--- src/rtl/id_ex_stage.sv ---
// id_ex_stage: ID/EX pipeline register with forwarding, load-use stall and flush/hold control
module id_ex_stage #(
  parameter int XLEN  = 32,
  parameter int RADDR = 5
) (
  input  logic             clk_i,
  input  logic             rst_i,
  input  logic             hold_i,
  input  logic             flush_i,
  input  logic             id_valid_i,
  input  logic [XLEN-1:0]  id_rs1_data_i,
  input  logic [XLEN-1:0]  id_rs2_data_i,
  input  logic [XLEN-1:0]  id_imm_i,
  input  logic [RADDR-1:0] id_rs1_i,
  input  logic [RADDR-1:0] id_rs2_i,
  input  logic [RADDR-1:0] id_rd_i,
  input  logic [2:0]       id_alu_ctrl_i,
  input  logic             id_alusrc_i,
  input  logic             id_regwrite_i,
  input  logic             id_memread_i,
  input  logic             id_memwrite_i,
  input  logic             id_memtoreg_i,
  input  logic             id_branch_i,
  input  logic             exmem_regwrite_i,
  input  logic [RADDR-1:0] exmem_rd_i,
  input  logic [XLEN-1:0]  exmem_result_i,
  input  logic             memwb_regwrite_i,
  input  logic [RADDR-1:0] memwb_rd_i,
  input  logic [XLEN-1:0]  memwb_data_i,
  output logic             stall_o,
  output logic [XLEN-1:0]  opsrc1_o,
  output logic [XLEN-1:0]  opsrc2_o,
  output logic [2:0]       alu_ctrl_o,
  output logic [XLEN-1:0]  store_data_o,
  output logic [RADDR-1:0] ex_rd_o,
  output logic             ex_valid_o,
  output logic             ex_regwrite_o,
  output logic             ex_memread_o,
  output logic             ex_memwrite_o,
  output logic             ex_memtoreg_o,
  output logic             ex_branch_o
);
  logic             r_valid, r_alusrc, r_regwrite, r_memread, r_memwrite, r_memtoreg, r_branch;
  logic [2:0]       r_alu_ctrl;
  logic [RADDR-1:0] r_rs1, r_rs2, r_rd;
  logic [XLEN-1:0]  r_rs1_data, r_rs2_data, r_imm;
  logic             w_bubble, w_a_ex, w_a_wb, w_b_ex, w_b_wb;
  logic [XLEN-1:0]  w_fwd_a, w_fwd_b;

  // A bubble is all-zero content, so flush, stall and an invalid ID share one path
  assign w_bubble = flush_i | stall_o | ~id_valid_i;

  // Pipeline register: reset clears, hold freezes, otherwise load ID or a bubble
  always_ff @(posedge clk_i or negedge rst_i) begin
    if (!rst_i) begin
      r_valid    <= 1'b0;
      r_alusrc   <= 1'b0;
      r_regwrite <= 1'b0;
      r_memread  <= 1'b0;
      r_memwrite <= 1'b0;
      r_memtoreg <= 1'b0;
      r_branch   <= 1'b0;
      r_alu_ctrl <= '0;
      r_rs1      <= '0;
      r_rs2      <= '0;
      r_rd       <= '0;
      r_rs1_data <= '0;
      r_rs2_data <= '0;
      r_imm      <= '0;
    end else if (!hold_i) begin
      r_valid    <= w_bubble ? 1'b0 : 1'b1;
      r_alusrc   <= w_bubble ? 1'b0 : id_alusrc_i;
      r_regwrite <= w_bubble ? 1'b0 : id_regwrite_i;
      r_memread  <= w_bubble ? 1'b0 : id_memread_i;
      r_memwrite <= w_bubble ? 1'b0 : id_memwrite_i;
      r_memtoreg <= w_bubble ? 1'b0 : id_memtoreg_i;
      r_branch   <= w_bubble ? 1'b0 : id_branch_i;
      r_alu_ctrl <= w_bubble ? '0 : id_alu_ctrl_i;
      r_rs1      <= w_bubble ? '0 : id_rs1_i;
      r_rs2      <= w_bubble ? '0 : id_rs2_i;
      r_rd       <= w_bubble ? '0 : id_rd_i;
      r_rs1_data <= w_bubble ? '0 : id_rs1_data_i;
      r_rs2_data <= w_bubble ? '0 : id_rs2_data_i;
      r_imm      <= w_bubble ? '0 : id_imm_i;
    end
  end

  // Load-use hazard; suppressed when flushed (ID discarded) or held (pipe already frozen)
  always_comb begin
    stall_o = r_memread & r_valid & id_valid_i & (r_rd != '0) &
              ((r_rd == id_rs1_i) | (r_rd == id_rs2_i)) & ~flush_i & ~hold_i;
  end

  // Forwarding: EX/MEM is the most recent writer and wins over MEM/WB; x0 never forwards
  always_comb begin
    w_a_ex  = exmem_regwrite_i & (exmem_rd_i != '0) & (exmem_rd_i == r_rs1);
    w_a_wb  = memwb_regwrite_i & (memwb_rd_i != '0) & (memwb_rd_i == r_rs1);
    w_b_ex  = exmem_regwrite_i & (exmem_rd_i != '0) & (exmem_rd_i == r_rs2);
    w_b_wb  = memwb_regwrite_i & (memwb_rd_i != '0) & (memwb_rd_i == r_rs2);
    w_fwd_a = w_a_ex ? exmem_result_i : w_a_wb ? memwb_data_i : r_rs1_data;
    w_fwd_b = w_b_ex ? exmem_result_i : w_b_wb ? memwb_data_i : r_rs2_data;
  end

  assign opsrc1_o      = w_fwd_a;
  assign opsrc2_o      = r_alusrc ? r_imm : w_fwd_b;
  assign store_data_o  = w_fwd_b;
  assign alu_ctrl_o    = r_alu_ctrl;
  assign ex_rd_o       = r_rd;
  assign ex_valid_o    = r_valid;
  assign ex_regwrite_o = r_regwrite;
  assign ex_memread_o  = r_memread;
  assign ex_memwrite_o = r_memwrite;
  assign ex_memtoreg_o = r_memtoreg;
  assign ex_branch_o   = r_branch;
endmodule

--- config.mk ---
export PLATFORM = sky130hd
export DESIGN_NAME = id_ex_stage
export DESIGN_NICKNAME = d
export VERILOG_FILES = /design/src/rtl/id_ex_stage.sv
export SDC_FILE = /design/constraint.sdc
export NUM_CORES = 1
export LEC_CHECK = 0
export ABC_AREA = 1
export CAP_MARGIN = 20
export CORE_ASPECT_RATIO = 1.1
export CORE_MARGIN = 10
export CORE_UTILIZATION = 44
export CTS_CLUSTER_DIAMETER = 30
export DETAILED_ROUTE_END_ITERATION = 6
export GPL_TIMING_DRIVEN = 0
export HOLD_SLACK_MARGIN = 0.06
export PLACE_DENSITY_LB_ADDON = 0.3
export SLEW_MARGIN = 30
export SYNTH_ARGS = -nofsm -noshare
export SYNTH_HDL_FRONTEND = slang
export SYNTH_SLANG_ARGS = --single-unit
--- constraint.sdc ---
create_clock -name clk_i -period 2.1 [get_ports clk_i]
set_input_delay 0.315 -clock clk_i [delete_from_list [all_inputs] [get_ports clk_i]]
set_output_delay 0.315 -clock clk_i [all_outputs]
set_load 0.02 [all_outputs]
; Yosys cells after proc, flatten, opt, wreduce, memory -nomap -nowiden
; Index checks and enable logic that the tools add are counted.
[word_totals]
word_cells = 60
ram_bits = 0
mem_bits_ro = 0
out_inout_bits = 111
memories = 0
latch_bits = 0
ff_bits = 121
input_bits = 201
[classes]
n_shift = 0
n_div = 0
order_cmp = 0
n_reduce_logical = 3
n_bitwise = 18
add_sub_neg = 0
eq_ne = 6
n_mul = 0
mux = 19
[op_table]
columns = cell, n
row1 = $mux 32, 8
row2 = $eq 5x5->1, 6
row3 = $mux 5, 3
row4 = $reduce_bool 5->1, 3
row5 = $and 1x1->1, 12
row6 = $mux 1, 7
row7 = $mux 3, 1
row8 = $not 1->1, 3
row9 = $or 1x1->1, 3

; Depth between registers and ports, before layout
; Gate-level depths: netlist (run 1).
[logic_depth]
word_depth = 9
mapped_depth = 11
ltp_nobuf = 10

; Least setup slack after synthesis (run 1)
; Ideal clock, no wire load.
[synth_path]
path_type = flip-flop to output port
start = register r_rs1[0]
end = output opsrc1_o[3]
stages_incl_launch_ff = 7
path_buffers = 1
path_slack_ns = 0.130
t_arrival_ns = 1.655
required_ns = 1.785
cell_sequence = dfrtp_1 > xnor2_1 > nand2_1 > nor3_1 > nand3_2 > clkbuf_1 > o21ai_0
[synth_via]
elab_chain_len = 4
elab_cells_between_ends = 6
cone_classes = 2 x eq/ne / 2 x mux / 2 x bitwise
[synth_rtl]
columns = element, line_no
row1 = start: declaration, 45  ; logic [RADDR-1:0] r_rs1, r_rs2, r_rd;
row2 = start signal: assignment, 79  ; r_rs1 <= w_bubble ? '0 : id_rs1_i;
row3 = $eq 5x5->1, 97  ; w_a_wb = memwb_regwrite_i & (memwb_rd_i != '0) & (memwb_rd_i == r_rs1);
row4 = $and 1x1->1, 97
row5 = $mux 32, 100  ; w_fwd_a = w_a_ex ? exmem_result_i : w_a_wb ? memwb_data_i : r_rs1_data;
row6 = $mux 32 *, 100
row7 = end: declaration, 31  ; output logic [XLEN-1:0] opsrc1_o,
; Every way passes the cells marked *; elsewhere a longest branch is shown, timed or not.

; Worst setup path in the final report (run 1)
[layout_path]
start = register r_rs1[0]
end = output opsrc1_o[8]
; Same word-level chain as after synthesis.

==> results.cfg, run 1 <==
[setup_path]
critical_path_arrival_ps = 2290
critPathMaxStageDelay_ps = 420
cp-start-kind = flip-flop
worst_setup_path_end_kind = primary output
path_buf_inv = 2
cpMaxStageDelayCell = dfrtp_1
crit_required_ps = 1780
critical_path.max_fanout = 10
critPathKind = flip-flop to primary output
cpMostUsedCell = nand2_1
path_cells = xnor2_1 > nand2_1 > nor3_4 > nand2_2 > buf_2 > nand2_1 > nand3_4 > o21ai_4 > buf_6
critical_path.top_delay_family = simple AND/OR/NAND/NOR gates

[floorplanning]
initial_utilization_pct = 44.8
die_y_um = 158
die_area_mm2 = 0.0230
die_x_um = 145
std_cell_rows = 50
pin_count = 312
core_area_mm2 = 0.0170

[placed_design]
io_buffer_count = 310
post-place-ws_ps = -1590
dp_hpwl_um = 27600
placedCellCount = 1671
routabilityCongestion = 0.933

[grt]
antenna_found_initial = 5
grt_pass1_vias = 9797
grt_start_max_net_pins = 84
grt_use_total_pct = 31.5
overflow = 0
grt_first_pass_wirelength_um = 55600

[sta]
fmax_mhz = 384
fin_skew_ps = 7.85
relSlewSlack_pct = 41.0
hold_viol_final = 0
maxSlewViolCount = 0
fin_crit_sh_pct = 124
fin_tns_setup_ps = -38590
finalWorstSetupSlack_ps = -501
layout_min_cycle_time_ps = 2600
worst_pin_slew_ps = 886
finalSetupViolations = 97
rsz0062_at_grt = yes

[yosys]
synth_edf_count = 0
synth_area_leader_cell = dfrtp_1
synth_top_family_by_area = simple AND/OR/NAND/NOR gates
synth_top_flop_cell = dfrtp_1
syn_nets = 1327
synth_compound_area_share_pct = 2.30
synth.top_cells.by_area = dfrtp_1 40%, nand2_1 19%, nand3_1 19%
synthDistinctLibCells = 24
synth_fa_ha_area_share_pct = 0
syn_inst = 1126
synthMuxAreaShare_pct = 0
synth_seq_cells = 121
synth_xor_area_share_pct = 3.10
ys_seq_area_share_pct = 39.8
synth_top_area_share_pct = 39.8
synth_area_mm2 = 0.00762
synth_area_per_cell_um2 = 6.76
synthSimpleGateAreaFrac_pct = 44.6
ys_async_sr_fraction_pct = 100
yosys_warnings = 0

[clock_tree]
clkSinkCount = 121
h-tree-depth = 4
clock-root-buffer = clkbuf_16
clkTransAtPathRegs_ps = 60
cts_made_buffers = 17
cts_buffer_depth = 2
tritoncts = yes
insertion_delay_ps = 420

[final_layout]
final_cells = 1747
fin_nets = 1698
syn_to_final_growth_pct = 79.6
final_util_pct = 80.4
register_area_mm2 = 0.00303
fillers = 1129
final_cell_mix = 316 x nand2_1, 202 x clkdlybuf4s50_1, 178 x nand3_1
drive_gt1_share_pct = 31.1
layout_commonest_cell = nand2_1
multi_input_area_mm2 = 0.00510

[routing]
via_count = 9853
ant_nets = 0
avgRoutedWirePerCell_um = 22.7
drt-total-wl_um = 39700
dr.pass1.iters = 5
vias_per_cell = 5.64
drcViolationCount = 0
drtIter0Drc = 882

[pwr]
p_clk_share_pct = 39.3
ir_drop_v = 0.000582
p_int_uw = 5580
power.share.combinational_pct = 28.5
p_seq_share_pct = 32.2
p_per_area_mw_per_mm2 = 584
p_sw_share_pct = 30.2
totalPowerFinal_uw = 8000
power_switching_uw = 2410
p_leak_uw = 0.00689

[flow_run]
max_cap_violations = 0

[run_status]
status = complete, but fails checks
failed_checks = negative setup slack

[hold_path]
min_path_type = input pin to async pin
==> kinds of logic after synthesis <==
| logic type | count (synthesis) |
|---|---|
| xor+xnor | 27 |
| buf+inv | 187 |
| flops | 121 |
| simple gates | 756 |
| compound gates | 35 |
==> stage by stage <==
step                      cell area [µm²]  hold WS, ps
after floorplan                      7620         19.4
after global placement              11000          458
after detailed placement            11000          216
after CTS                           12800          377
after global routing                13700          389
final                               13700          353
==> cell type report <==
class / count / share of cell area, %
multi-input cells: 818 / 37.2
flip-flops and latches: 121 / 22.2
diodes: 6 / 0.110
well taps: 234 / 2.14
clock inverters: 9 / 1.08
clock buffers: 20 / 3.41
inverters: 104 / 2.88
repair buffers: 354 / 26.4
plain buffers: 81 / 4.58
==> sequential cells by signal (all words and copies together), names as in the netlist <==
register,flops
r_rs1_data,32
r_rs1,5
alu_ctrl_o,3
r_alusrc,1
ex_rd_o,5
r_rs2,5
ex_memtoreg_o,1
r_imm,32
ex_memwrite_o,1
ex_memread_o,1
ex_branch_o,1
ex_regwrite_o,1
ex_valid_o,1
r_rs2_data,32
==> metal layers <==
| layer | vias to the layer above | part of all wire (%) | track usage, % |
|---|---|---|---|
| met1 | 4669 | 35 | 34.1 |
| met3 | 163 | 11 | 11.9 |
| met5 | - | 0.033 | 0 |
| met4 | 2 | 5.3 | 13.7 |
| met2 | 648 | 49 | 54.4 |
| li1 | 4371 | - | - |
==> power by group through the flow <==
stage	sequential, µW	combinational (µW)	clock (µW)
2_1_floorplan	2580	766	0
3_3_place_gp	2590	1800	0
3_5_place_dp	2590	1820	0
4_1_cts	2560	2070	3130
5_1_grt	2590	2410	3240
6_report	2580	2280	3140
==> synth_stat cells, types with 2 or more instances <==
master      n
xnor2_1    11
nand3_1   285
nor3_1      3
nand2_1   384
and2_1     32
clkbuf_1   50
xor2_1     16
dfrtp_1   121
buf_6       8
buf_1      10
a21oi_1     2
inv_1     104
o21ai_0    27
nor3_2      2
nor2_1     13
nand4_1    32
buf_2      14
o21ai_1     6
==> timing repair <==
action | in CTS | in global routing
hold buffers | 1 | 0
hold endpoints to repair | 38 | 0
cloned | 4 | 2
buffers inserted | 27 | 9
setup endpoints to repair | 97 | 97
resized for setup | 823 | 244
pin swaps | 49 | 47
==> final timing paths <==
kind | from | slack [ps] | depth (start not counted) | endpoint
max in group asynchronous | rst_i | 960 | 3 | r_rs2_data[24]
min in group clk_i | id_imm_i[23] | 440 | 3 | r_imm[23]
worst max register to register | ex_rd_o[0] | 160 | 10 | r_rs2_data[14]
worst min-delay path | rst_i | 350 | 2 | r_rs1_data[17]
worst max-delay path | r_rs1[0] | -500 | 9 | opsrc1_o[8]
worst min register to register | r_imm[9] | 470 | 2 | r_imm[9]
No activity file was read; power rests on OpenSTA's default activity.
==> inputs of run 2 (changes only) <==
- SKIP_LAST_GASP: unset -> 1
==> run 2 against run 1 <==
  * The run still ends with negative setup slack left
  * Count of clock-buffer cells in the layout unchanged
  * Flip-flop and latch count is the same
  * Sequential power about the same
  * Non-clock buffer count grew 3
  * Clock skew is 1.5 ps higher
  * Critical endpoint is now store_data_o[8]
  * Largest cell class unchanged
  * Largest power group unchanged
==> results.cfg, run 2 (synthesis gave the netlist of run 1 again) <==
[routing]
drcViolationCount = 0
ant_nets = 0
avgRoutedWirePerCell_um = 22.6
dr.pass1.iters = 6
via_count = 9850
vias_per_cell = 5.63
drtIter0Drc = 825
drt-total-wl_um = 39500

[sta]
fmax_mhz = 382
layout_min_cycle_time_ps = 2620
rsz0062_at_grt = yes
worst_pin_slew_ps = 836
finalWorstSetupSlack_ps = -518
fin_skew_ps = 9.35
relSlewSlack_pct = 44.3
hold_viol_final = 0
finalSetupViolations = 97
maxSlewViolCount = 0
fin_crit_sh_pct = 125

[floorplanning]
die_area_mm2 = 0.0230
initial_utilization_pct = 44.8
pin_count = 312
core_area_mm2 = 0.0170
die_y_um = 158
std_cell_rows = 50
die_x_um = 145

[final_layout]
layout_commonest_cell = nand2_1
final_util_pct = 79.8
fin_nets = 1701
drive_gt1_share_pct = 30.4
fillers = 1147
syn_to_final_growth_pct = 78.3
final_cells = 1750
largestRegisters = r_imm (32), r_rs1_data (32), r_rs2_data (32)
final_cell_mix = 326 x nand2_1, 203 x clkdlybuf4s50_1, 180 x nand3_1

[setup_path]
cp-start-kind = flip-flop
critical_path_arrival_ps = 2300
crit_required_ps = 1780
critPathKind = flip-flop to primary output
rr_worst_depth = 10
worst_setup_path_end_kind = primary output
reg2reg_to = r_rs2[2]
reg2reg_from = ex_rd_o[0]
critical_path.max_fanout = 8
reg2reg_slack_ps = 180

[grt]
overflow = 0
antenna_found_initial = 6
grt_use_total_pct = 31.3
grt_start_max_net_pins = 84
grt_first_pass_wirelength_um = 55300
grt_pass1_vias = 9682

[placed_design]
placedCellCount = 1671
routabilityCongestion = 0.933
io_buffer_count = 310
dp_hpwl_um = 27600

[run_status]
failed_checks = negative setup slack
status = complete, but fails checks

[pwr]
ir_drop_v = 0.000540
p_per_area_mw_per_mm2 = 589
p_leak_uw = 0.00688

[flow_run]
max_cap_violations = 0

[clock_tree]
clkSinkCount = 121
insertion_delay_ps = 430
clkTransAtPathRegs_ps = 60
h-tree-depth = 4
cts_made_buffers = 17
cts_buffer_depth = 2
clock-root-buffer = clkbuf_16
tritoncts = yes

[hold_path]
min_path_type = input pin to async pin
==> run 2: changes by cell type in the layout (fill, tap and decap cells not counted), moves of 3 or more <==
cell / change
buf_4: +8
buf_2: -4
buf_12: -3
nand2_4: -12
clkbuf_8: +3
nand3_4: -4
nand2_1: +10
buf_6: -3
==> run 2: worst max path at each step <==
stage | from | to | slack, ps
after floorplan | r_rs1[0] | opsrc1_o[3] | 130
after global placement | rst_i | r_imm[26] | -4190
after detailed placement | exmem_rd_i[4] | opsrc2_o[11] | -1590
after CTS | r_rs1[0] | opsrc1_o[20] | -460
after global routing | r_rs2[1] | opsrc2_o[10] | -580
final | r_rs2[3] | store_data_o[8] | -520
==> run 2: critical path, stage by stage, from the launching register on <==
cell      delay, ps
dfrtp_1         420
xor2_2          200
nor2_4          290
nand3_4         250
clkbuf_8        250
nand2_2          70
nand3_2          90
and2_4          180
buf_6           130
==> run 2: area by class of cell <==
type                    instances  area, µm²  area share (%)
repair buffers                357       3640            26.8
well taps                     234        293            2.16
diodes                          6       15.0           0.111
flip-flops and latches        121       3030            22.3
clock buffers                  20        467            3.44
plain buffers                  81        596            4.39
clock inverters                 9        148            1.09
multi-input cells             818       4990            36.8
inverters                     104        394            2.90
==> run 2: layer usage <==
metal,share of wire [%],vias to the layer above,track usage [%]
met2,49,603,54.1
met1,35,4722,34.8
met3,11,147,10.1
li1,-,4374,-
met5,0.061,-,0
met4,4.9,4,14.1
==> run 2: timing repair <==
item	4_1_cts	5_1_grt
gates resized for setup	804	226
setup buffers	27	11
hold buffers	1	0
endpoints found under the setup margin	97	97
gates cloned	4	3
pin swaps	48	46
endpoints found under the hold margin	38	0
==> run 2: report_power, final <==
group / internal (µW) / switching (µW)
combinational: 1060 / 1210
sequential: 2460 / 109
clock: 2050 / 1100
==> run 2: metrics by stage <==
stage                     setup WS (ps)  hold slack [ps]  instance area (µm²)  TNS [ps]  power, µW
after global routing               -582              393                13600    -50000       8220
after CTS                          -459              377                12800    -36790       7750
after floorplan                     130             19.4                 7620         0       3350
after detailed placement          -1590              216                11000   -146920       4410
final                              -518              352                13600    -44090       7990
after global placement            -4190              458                11000   -654140       4380
==> inputs of run 3 (changes only) <==
- TNS_END_PERCENT: unset -> 10
==> run 3 against run 2 <==
  * The flow still finishes with violations (negative setup slack)
  * Critical path depth up 1
  * Clock power about the same
  * Clock skew up 0.58 ps
  * Die area unchanged
  * Hold slack worse by 4.5 ps
  * Worst setup slack better by 44 ps
  * Count of clock-buffer cells in the layout unchanged
  * Design area down 5.5%
  * Utilization down 4.4 points
  * Cell count down 0.51%
  * First-iteration DRC count up 12%
  * Global-route usage down 0.94 points
  * Critical endpoint is now store_data_o[21]
  * Largest cell class unchanged
==> results.cfg, run 3 (synthesis gave the netlist of run 1 again) <==
[run_status]
status = complete, but fails checks
failed_checks = negative setup slack

[grt]
grt_pass1_vias = 9457
overflow = 0
grt_use_total_pct = 30.4
antenna_found_initial = 5
grt_first_pass_wirelength_um = 53500
grt_start_max_net_pins = 84

[final_layout]
final_cells = 1741
stdcell_area_mm2 = 0.0128
final_cell_mix = 359 x nand2_1, 208 x nand3_1, 202 x clkdlybuf4s50_1
drive_gt1_share_pct = 24.0
syn_to_final_growth_pct = 68.4
final_util_pct = 75.4
layout_commonest_cell = nand2_1
largestRegisters = r_imm (32), r_rs1_data (32), r_rs2_data (32)
fillers = 1292
fin_nets = 1693

[pwr]
p_int_uw = 5470
power.share.combinational_pct = 26.9
p_per_area_mw_per_mm2 = 608
p_leak_uw = 0.00671
p_seq_share_pct = 32.8
ir_drop_v = 0.000504
p_clk_share_pct = 40.3
p_sw_share_pct = 29.9
power_switching_uw = 2330

[clock_tree]
cts_made_buffers = 17
clkSinkCount = 121
tritoncts = yes
clock-root-buffer = clkbuf_16
h-tree-depth = 4
clkTransAtPathRegs_ps = 60
insertion_delay_ps = 430
cts_buffer_depth = 2

[routing]
vias_per_cell = 5.44
avgRoutedWirePerCell_um = 21.8
drt-total-wl_um = 37900
via_count = 9472
ant_nets = 0
drcViolationCount = 0
drtIter0Drc = 927
dr.pass1.iters = 6

[flow_run]
max_cap_violations = 0

[floorplanning]
die_x_um = 145
std_cell_rows = 50
initial_utilization_pct = 44.8
pin_count = 312
core_area_mm2 = 0.0170
die_area_mm2 = 0.0230
die_y_um = 158

[sta]
fin_skew_ps = 9.93
fmax_mhz = 388
finalWorstSetupSlack_ps = -474
fin_crit_sh_pct = 123
layout_min_cycle_time_ps = 2570
relSlewSlack_pct = 47.0
finalSetupViolations = 97
rsz0062_at_grt = yes
hold_viol_final = 0
hold_ws_ps = 348
worst_pin_slew_ps = 794
maxSlewViolCount = 0

[placed_design]
post-place-ws_ps = -1590
io_buffer_count = 310
dpl_cell_area_mm2 = 0.0110
placedCellCount = 1671
routabilityCongestion = 0.933
dp_hpwl_um = 27600

[setup_path]
critical_path_arrival_ps = 2260
crit_required_ps = 1780
cp-start-kind = flip-flop
critPathKind = flip-flop to primary output
critical_path.max_fanout = 5
worst_setup_path_end_kind = primary output

[hold_path]
min_path_type = input pin to async pin
[run 3: cell count changes in the layout (fill, tap and decap cells not counted), sizes merged]
cell	previous run	this run
buf	179	169
clkbuf	66	67
clkdlybuf4s15	0	1
clkdlybuf4s50	203	202
diode	6	5
dlygate4sd2	9	3
dlymetal6s2s	0	7
[run 3: power by group through the flow]
| stage | Combinational [µW] | Clock (µW) | Sequential, µW |
|---|---|---|---|
| after floorplan | 766 | 0 | 2580 |
| after global routing | 2220 | 3260 | 2570 |
| after detailed placement | 1820 | 0 | 2590 |
| after CTS | 1910 | 3130 | 2550 |
| final | 2100 | 3140 | 2560 |
| after global placement | 1800 | 0 | 2590 |
[run 3: path summary, 6_finish.rpt]
kind,from,to,slack (ps),cells after the start
worst max-delay path,r_rs2[1],store_data_o[21],-470,9
worst min-delay path,rst_i,r_rs1_data[15],350,2
worst max register to register,ex_rd_o[1],r_rs1[1],260,9
worst min register to register,r_imm[9],r_imm[9],470,2
max in group asynchronous,rst_i,r_rs2_data[21],980,3
min in group clk_i,id_imm_i[18],r_imm[18],440,3
[run 3: what timing repair did]
action,4_1_cts,5_1_grt
gates resized for setup,634,208
setup endpoints to repair,97,97
cloned,3,5
hold buffers,1,0
hold endpoints to repair,38,0
buffers inserted,23,7
pin swaps,25,43
[run 3: worst max-delay path, stage by stage, from the launching register on]
cell and delay [ps]:
dfrtp_1 400, buf_6 130, xnor2_2 140, nand2_2 120, nor3_4 220, buf_6 200, buf_8 160, nand3_2 110
and2_4 160, clkbuf_4 160
[run 3: through the flow]
step | total power (µW) | setup TNS, ps
6_report | 7800 | -38280
3_3_place_gp | 4380 | -654140
4_1_cts | 7590 | -43770
5_1_grt | 8050 | -44610
3_5_place_dp | 4410 | -146920
2_1_floorplan | 3350 | 0
[run 3: cell type report]
class                      count  area, µm²  area share (%)
buffer                        80        551            4.29
multi-input combinational    818       4500            35.1
clock buffer                  20        467            3.64
sequential                   121       3030            23.6
inverter                     104        394            3.07
timing repair buffer         350       3430            26.7
tap                          234        293            2.28
clock inverter                 9        148            1.15
antenna                        5       12.5          0.0975
[run 3: per-layer routing]
layer	vias to the layer above	track usage [%]	wire length, µm
li1	4363	-	-
met1	4495	33.2	13600
met2	528	51.6	18700
met3	84	11.5	4220
met4	2	14.3	1310
met5	-	0	8
